[config.mk]
export PLATFORM = sky130hd
export DESIGN_NAME = seg7_scan_decoder_flat
export DESIGN_NICKNAME = d
export VERILOG_FILES = /design/src/rtl/seg7_upd_if.sv /design/src/rtl/seg7_scan_decoder.sv /design/src/flat_wrapper.sv
export SDC_FILE = /design/constraint.sdc
export NUM_CORES = 1
export LEC_CHECK = 0
export CORE_UTILIZATION = 39
export DETAILED_ROUTE_END_ITERATION = 10
export REMOVE_ABC_BUFFERS = 1
export SLEW_MARGIN = 20
export SYNTH_ARGS = -nofsm -noshare
export SYNTH_HDL_FRONTEND = slang
export SYNTH_SLANG_ARGS = --single-unit
export TNS_END_PERCENT = 1
[constraint.sdc]
create_clock -name clk -period 3.36 [get_ports clk]
set_clock_uncertainty 0.1 [all_clocks]
set_input_delay 0.672 -clock clk [delete_from_list [all_inputs] [get_ports clk]]
set_output_delay 0.672 -clock clk [all_outputs]
set_load 0.02 [all_outputs]
[src/rtl/seg7_upd_if.sv]
// Decode-event stream between the scan decoder and its consumer.
// The decoder drives the event fields; the consumer drives upd_ready.
interface seg7_upd_if;
  logic       upd_valid;
  logic       upd_ready;
  logic [2:0] upd_idx;
  logic [3:0] upd_nibble;
  logic       upd_err;

  modport master (
    output upd_valid,
    output upd_idx,
    output upd_nibble,
    output upd_err,
    input  upd_ready
  );

  modport slave (
    input  upd_valid,
    input  upd_idx,
    input  upd_nibble,
    input  upd_err,
    output upd_ready
  );
endinterface

[src/rtl/seg7_scan_decoder.sv]
// Receive side of a scanned multi-digit 7-segment display.
// Synchronises the segment/digit lines, waits for them to settle, decodes
// each glyph back to a nibble, keeps a per-digit result register and
// reports every decode as an event through a single-entry output buffer.
module seg7_scan_decoder #(
  parameter int DIGITS        = 4,
  parameter int STABLE_CYCLES = 4
) (
  input  logic                  clk,
  input  logic                  rst_n,
  input  logic [6:0]            seg_in,
  input  logic [DIGITS-1:0]     dig_in,
  output logic [4*DIGITS-1:0]   digit_val,
  output logic [DIGITS-1:0]     digit_ok,
  seg7_upd_if.master            upd,
  output logic                  overrun
);

  localparam int         SW       = 7 + DIGITS;
  localparam logic [7:0] CNT_MAX  = 8'(STABLE_CYCLES);
  localparam logic [7:0] CNT_FIRE = 8'(STABLE_CYCLES - 1);

  logic [SW-1:0]     sync1;
  logic [SW-1:0]     sync2;
  logic [SW-1:0]     prev;
  logic [7:0]        cnt;
  logic              armed;

  logic              same;
  logic              fire;
  logic              evt;
  logic [6:0]        cur_seg;
  logic [DIGITS-1:0] cur_dig;
  logic              dig_onehot;
  logic [2:0]        dig_idx;
  logic [3:0]        glyph_nib;
  logic              glyph_err;

  assign cur_seg = sync2[SW-1:DIGITS];
  assign cur_dig = sync2[DIGITS-1:0];
  assign same    = (sync2 == prev);

  // The decision is made on the edge where the counter steps from
  // STABLE_CYCLES-1 to STABLE_CYCLES; armed keeps it to one event per change
  // and keeps the all-zero state seen right after reset from firing.
  assign fire       = same && armed && (cnt == CNT_FIRE);
  assign dig_onehot = $onehot(cur_dig);
  assign evt        = fire && dig_onehot;

  // Two-flop synchroniser for the whole {seg, dig} bundle.
  always_ff @(posedge clk) begin
    if (!rst_n) begin
      sync1 <= '0;
      sync2 <= '0;
    end else begin
      sync1 <= {seg_in, dig_in};
      sync2 <= sync1;
    end
  end

  // Stability filter: any change restarts the count and re-arms the event.
  always_ff @(posedge clk) begin
    if (!rst_n) begin
      prev  <= '0;
      cnt   <= '0;
      armed <= 1'b0;
    end else begin
      prev <= sync2;
      if (!same) begin
        cnt   <= '0;
        armed <= 1'b1;
      end else begin
        if (cnt != CNT_MAX) begin
          cnt <= cnt + 8'd1;
        end
        if (fire) begin
          armed <= 1'b0;
        end
      end
    end
  end

  // One-hot digit select to binary index; upper index bits stay zero.
  always_comb begin
    dig_idx = '0;
    for (int i = 0; i < DIGITS; i++) begin
      if (cur_dig[i]) begin
        dig_idx = 3'(i);
      end
    end
  end

  // Glyph table, segments ordered {g,f,e,d,c,b,a}; lower-case b and d
  // are the usual forms that keep them distinct from 8 and 0.
  always_comb begin
    glyph_nib = 4'h0;
    glyph_err = 1'b0;
    case (cur_seg)
      7'h3F:   glyph_nib = 4'h0;
      7'h06:   glyph_nib = 4'h1;
      7'h5B:   glyph_nib = 4'h2;
      7'h4F:   glyph_nib = 4'h3;
      7'h66:   glyph_nib = 4'h4;
      7'h6D:   glyph_nib = 4'h5;
      7'h7D:   glyph_nib = 4'h6;
      7'h07:   glyph_nib = 4'h7;
      7'h7F:   glyph_nib = 4'h8;
      7'h6F:   glyph_nib = 4'h9;
      7'h77:   glyph_nib = 4'hA;
      7'h7C:   glyph_nib = 4'hB;
      7'h39:   glyph_nib = 4'hC;
      7'h5E:   glyph_nib = 4'hD;
      7'h79:   glyph_nib = 4'hE;
      7'h71:   glyph_nib = 4'hF;
      default: glyph_err = 1'b1;
    endcase
  end

  // Per-digit result registers; updated on every event regardless of the
  // consumer, an invalid glyph keeps the old value but drops the ok flag.
  always_ff @(posedge clk) begin
    if (!rst_n) begin
      digit_val <= '0;
      digit_ok  <= '0;
    end else if (evt) begin
      for (int i = 0; i < DIGITS; i++) begin
        if (cur_dig[i]) begin
          if (glyph_err) begin
            digit_ok[i] <= 1'b0;
          end else begin
            digit_val[4*i +: 4] <= glyph_nib;
            digit_ok[i]         <= 1'b1;
          end
        end
      end
    end
  end

  // Single-entry event buffer: newest event wins, and overwriting an
  // unaccepted event leaves a sticky overrun flag. An accept on the same
  // edge as a new event is not a loss.
  always_ff @(posedge clk) begin
    if (!rst_n) begin
      upd.upd_valid  <= 1'b0;
      upd.upd_idx    <= '0;
      upd.upd_nibble <= '0;
      upd.upd_err    <= 1'b0;
      overrun        <= 1'b0;
    end else if (evt) begin
      if (upd.upd_valid && !upd.upd_ready) begin
        overrun <= 1'b1;
      end
      upd.upd_valid  <= 1'b1;
      upd.upd_idx    <= dig_idx;
      upd.upd_err    <= glyph_err;
      upd.upd_nibble <= glyph_err ? 4'h0 : glyph_nib;
    end else if (upd.upd_valid && upd.upd_ready) begin
      upd.upd_valid <= 1'b0;
    end
  end

endmodule
[src/flat_wrapper.sv]
// flat-port wrapper written by rule: the top's interface ports become plain ports
module seg7_scan_decoder_flat 
#(
  parameter int DIGITS        = 4,
  parameter int STABLE_CYCLES = 4
)
  (clk, rst_n, seg_in, dig_in, digit_val, digit_ok, overrun, upd_upd_valid, upd_upd_idx, upd_upd_nibble, upd_upd_err, upd_upd_ready);
  seg7_upd_if upd_i ();
  input  logic clk;
  input  logic rst_n;
  input  logic [6:0] seg_in;
  input  logic [DIGITS-1:0] dig_in;
  output logic [4*DIGITS-1:0] digit_val;
  output logic [DIGITS-1:0] digit_ok;
  output logic overrun;
  output wire logic [$bits(upd_i.upd_valid)-1:0] upd_upd_valid;
  output wire logic [$bits(upd_i.upd_idx)-1:0] upd_upd_idx;
  output wire logic [$bits(upd_i.upd_nibble)-1:0] upd_upd_nibble;
  output wire logic [$bits(upd_i.upd_err)-1:0] upd_upd_err;
  input wire logic [$bits(upd_i.upd_ready)-1:0] upd_upd_ready;
  assign upd_upd_valid = upd_i.upd_valid;
  assign upd_upd_idx = upd_i.upd_idx;
  assign upd_upd_nibble = upd_i.upd_nibble;
  assign upd_upd_err = upd_i.upd_err;
  assign upd_i.upd_ready = upd_upd_ready;
  seg7_scan_decoder #(.DIGITS(DIGITS), .STABLE_CYCLES(STABLE_CYCLES)) u_core (.clk(clk), .rst_n(rst_n), .seg_in(seg_in), .dig_in(dig_in), .digit_val(digit_val), .digit_ok(digit_ok), .upd(upd_i), .overrun(overrun));
endmodule
**Yosys cells after proc, flatten, opt, wreduce, memory -nomap -nowiden**

Cells that the tools add are included.
W data, S select, Z words.

- Logic and storage cells: 72
- Register bits after elaboration: 72
- Bits of input ports: 14
- Output and inout bits: 30

- Reductions and logical operators: 18
- Add/sub/neg operators: 4
- Equal/unequal tests: 21
- Muxes and demuxes: 11

Operator list:

| operator | number |
|---|---|
| $eq A7 B7 Y1 const B | 12 |
| $pmux W4 S15 | 1 |
| $reduce_or A16 Y1 | 1 |
| $eq A7 B3 Y1 const B | 2 |
| $eq A7 B6 Y1 const B | 2 |
| $reduce_and A2 Y1 | 6 |
| $reduce_and A3 Y1 | 4 |
| $eq A11 B11 Y1 | 1 |
| $add A8 B1 Y8 const B | 1 |
| $eq A8 B2 Y1 const B | 1 |
| $ne A8 B3 Y1 const B | 1 |
| $mux W1 | 7 |
| $logic_and A1 B1 Y1 | 5 |
| $add A1 B1 Y2 | 2 |
| $mux W2 | 2 |
| $mux W4 | 1 |
| $add A3 B3 Y3 | 1 |
| $eq A3 B1 Y1 const B | 1 |
| $ne A2 B2 Y1 const B | 1 |
| $reduce_bool A2 Y1 | 1 |
| $logic_not A1 Y1 | 1 |

**Longest topological paths before layout**

- Depth in word-level cells: 5
- Depth in mapped cells: 11
- Mapped depth without buffers: 10

**Worst setup path before layout**

OpenSTA, ideal clock, no wires.

- Path type: register -> register
- Start point: register u_core.sync2[2]
- End point: register u_core.digit_val[12]
- Stages on the path, launching flop included: 12
- Setup time: 120 ps
- Buffers on the path: 1
- Clock period less this slack: 2964 ps
- Arrival time: 2744 ps
- Data required time: 3140 ps
- Setup slack: 396 ps
- Cells stage by stage: dfxtp_1 inv_1 ha_1 ha_1 fa_1 nor4bb_1 nand3_2 nor4_4 nand2_2 or2_1 buf_6 mux2i_1

- Longest elaborated chain between the ends: 5
- Elaborated cells between the ends (all ways): 8
- Those cells by class: add/sub (2); eq/ne (2); reduce/logical (4)

RTL lines:

| what | line | source |
|---|---|---|
| from (decl) | seg7_scan_decoder.sv:24 | `logic [SW-1:0] sync2;` |
| from (signal assigned) | seg7_scan_decoder.sv:57 | `sync2 <= sync1;` |
| $add A1 B1 Y2 (implied by the code) or $eq A11 B11 Y1 (tied branches) | seg7_scan_decoder.sv:47, seg7_scan_decoder.sv:41 |  |
| $add A3 B3 Y3 (implied by the code) or $logic_and A1 B1 Y1 (tied branches) | seg7_scan_decoder.sv:47, seg7_scan_decoder.sv:46 |  |
| $eq A3 B1 Y1 or $logic_and A1 B1 Y1 (tied branches) | seg7_scan_decoder.sv:47, seg7_scan_decoder.sv:46 |  |
| $logic_and A1 B1 Y1 * | seg7_scan_decoder.sv:48 | `assign evt = fire && dig_onehot;` |
| $reduce_and A3 Y1 (no source line) * | - |  |
| to (signal, indexed assignment) | seg7_scan_decoder.sv:131 | `digit_val[4*i +: 4] <= glyph_nib;` |
| to (decl) | seg7_scan_decoder.sv:13 | `output logic [4*DIGITS-1:0] digit_val,` |

Every way passes the cells marked *; elsewhere a longest branch is shown, timed or not.
A chain may end at the register's enable or synchronous reset.

**Worst setup path in the final report**

- Start point: register u_core.sync2[2]
- End point: register u_core.digit_ok[0]

- Longest elaborated chain between the ends: 5
- Elaborated cells between the ends (all ways): 8
- Those cells by class: add/sub (2); eq/ne (2); reduce/logical (4)

RTL lines:

| what | line | source |
|---|---|---|
| $add A1 B1 Y2 (implied by the code) or $eq A11 B11 Y1 (tied branches) | seg7_scan_decoder.sv:47, seg7_scan_decoder.sv:41 |  |
| $add A3 B3 Y3 (implied by the code) or $logic_and A1 B1 Y1 (tied branches) | seg7_scan_decoder.sv:47, seg7_scan_decoder.sv:46 |  |
| $eq A3 B1 Y1 or $logic_and A1 B1 Y1 (tied branches) | seg7_scan_decoder.sv:47, seg7_scan_decoder.sv:46 |  |
| $logic_and A1 B1 Y1 * | seg7_scan_decoder.sv:48 |  |
| $reduce_and A2 Y1 (no source line) * | - |  |
| to (signal assigned) | seg7_scan_decoder.sv:124 | `digit_ok <= '0;` |
| to (signal, indexed assignment) | seg7_scan_decoder.sv:129 | `digit_ok[i] <= 1'b0;` |
| to (signal, indexed assignment) | seg7_scan_decoder.sv:132 | `digit_ok[i] <= 1'b1;` |
| to (decl) | seg7_scan_decoder.sv:14 | `output logic [DIGITS-1:0] digit_ok,` |

Marks and branches as above.

==> out/metrics.csv <==
metric,value,unit
drt-total-wl,5766,µm
dr.pass1.iters,5,
worstSetupEndpointType,flip-flop,
required,3.50,ns
finalHoldViolCount,0,
cts_hold_buf,0,
multi_input_area,1439,µm²
final_cells,449,
fill_cells,710,
ir_drop,0.0002694,V
die_area,7956,µm²
finalMaxSlewViolations,0,
clock-sinks,71,
maxCapViolations,0,
grt_pass1_vias,1939,
die_w,89.20,µm
gr-usage-all-layers,0.1535,
post_cts_buffers,0,
drt_iter0_drc,61,
drc,0,
yosysMostFrequentCell,dfxtp_1,
period_minus_slack,3.165,ns
hp-class,flip-flop to flip-flop,
max-slew-margin-rel,0.5818,
place_inst,433,
cp_data_arrival_time,3.30,ns
netlist_area,2965,µm²
antenna_cells,0,
start_util,0.4067,
cts_tree,done,
place.gp.congestion,0.7905,
rows,31,
drt-vias-per-instance,4.800,
placed_area,3461,µm²
power_density,432.9,nW/µm²
portBuffers,42,
ys_seq_elements,71,
seqCellArea,1421,µm²
status,"complete, no violations",
coreArea,7292,µm²
synth_area_leaders,"dfxtp_1 (48%), and2_1 (7.6%), nand2_1 (4.7%)",
worstSkewPairLatency,0.34,ns
syn2layout_area_growth,23.21,%
synth_flop_cell,dfxtp_1,
grt_max_degree,39,
synth.top_cells.by_count,"dfxtp_1 (71), nand2_1 (37), and2_1 (36)",
drive_gt1_frac,0.09714,
finalPower,1.582,mW
synth_edf_count,0,
fp.dieH,89.20,µm
crit_fanout,13,
h-tree-depth,3,
syn_area_per_cell,9.722,µm²
max_slew.worst_pin.slew,0.6273,ns
antenna_left,0,
design_area,3654,µm²
synthArstFlopShare,0,
start_kind,flip-flop,
synthCells,305,
cts_buffer_depth,2,
synth_cell_type_count,53,
path_clk_slew,0.08,ns
numCtsBuffers,9,
critPathKind,flip-flop to flip-flop,
synth_top_cell_area_share,0.4793,
vias,2155,
yosysSeqAreaShare,0.4793,
p_leak,1.322,nW
yosys_warnings,0,
overflow,0,
synth.largest_area_cell,dfxtp_1,
clock.fmax,315.9,MHz
post-route-period-util,0.9420,
grt_pass1_wl,9108,µm
cts_root_buf,clkbuf_8,
nets,366,
io_pins,44,
hold_ws,0.3348,ns
place_hpwl,4037,µm
antenna_found_initial,0,
setup_viol,0,
final_core_util,0.5010,
wl_per_cell,12.84,µm
[worst paths after layout]
path	startpoint	to	slack (ns)	cells after the start
worst max-delay path	u_core.sync2[2]	u_core.digit_ok[0]	0.19	11
worst min register to register	u_core.sync1[7]	u_core.sync2[7]	0.33	1
worst max register to register	u_core.sync2[2]	u_core.digit_ok[0]	0.19	11
worst min-delay path	u_core.sync1[7]	u_core.sync2[7]	0.33	1
[cells in the final DEF (no fill, tap or decap), drive strengths merged, types with 6 or more instances in the layout]
master | synthesis | layout
a21oi | 7 | 7
and2 | 36 | 36
buf | 9 | 6
clkbuf | 9 | 10
clkdlybuf4s50 | 0 | 41
dfxtp | 71 | 71
ha | 6 | 6
inv | 6 | 8
mux2i | 13 | 13
nand2 | 38 | 38
nand3 | 9 | 9
nor2 | 14 | 14
nor2b | 9 | 9
nor4 | 7 | 7
o22ai | 10 | 10
xnor2 | 13 | 13
[registers in the layout, summed over array words and instances, names as in the netlist, 2 cells and up]
| register | count |
|---|---|
| u_core.digit_val | 16 |
| u_core.prev | 11 |
| u_core.sync1 | 11 |
| u_core.sync2 | 11 |
| u_core.cnt | 8 |
| u_core.digit_ok | 4 |
| u_core.upd.upd_nibble | 4 |
| u_core.upd.upd_idx | 2 |
[layer usage]
layer	wire length (µm)	vias to the layer above	global-route usage
met1	2978	1006	0.2090
met2	2568	33	0.2255
met4	68	0	0.06349
li1	-	1109	-
met3	152	7	0.04801
met5	0	-	0
[cells by family after synthesis]
group	after synthesis	share of synthesized area
AOI/OAI and AO/OA	36	0.08566
xor gates and xnor gates	18	0.05316
adders and majority gates	7	0.03207
buffers and inverters	24	0.03924
DFF	71	0.4793
muxes	13	0.04388
other	1	0.001265
and+or+nand+nor	135	0.2654
[layout make-up]
| type | instances | share of cell area |
|---|---|---|
| clock buffer | 10 | 0.03767 |
| clock inverter | 6 | 0.01199 |
| inverter | 6 | 0.006164 |
| multi-input combinational | 210 | 0.3938 |
| sequential | 71 | 0.3890 |
| tap | 99 | 0.03390 |
| timing repair buffer | 47 | 0.1274 |
[report_power, final]
group          switching, mW  internal [mW]  total, mW
logic                 0.0409         0.0432     0.0841
clock network          0.330          0.292      0.622
registers             0.0174          0.858      0.876
[repair_timing]
item / in CTS / in global routing
endpoints found under the hold margin: 0 / 0
endpoints found under the setup margin: 0 / 10
gates resized for setup: 0 / 3
[worst max-delay path: stages, from the launching register on]
cell and delay [ns]:
dfxtp_1 0.34, inv_1 0.06, ha_1 0.30, ha_1 0.20, fa_1 0.45, nor4bb_2 0.39, nand3_2 0.16, nor4_2 0.41
buf_12 0.19, nand2_1 0.11, and2_1 0.18, o21a_1 0.17
[through the flow]
stage,TNS (ns),worst slack (ns)
2_1_floorplan,-0.4120,-0.1683
3_3_place_gp,0,0.2908
3_5_place_dp,0,0.1138
4_1_cts,0,0.08960
5_1_grt,-0.03292,-0.01575
6_report,0,0.1949
Power figures use the tool's default switching activity.
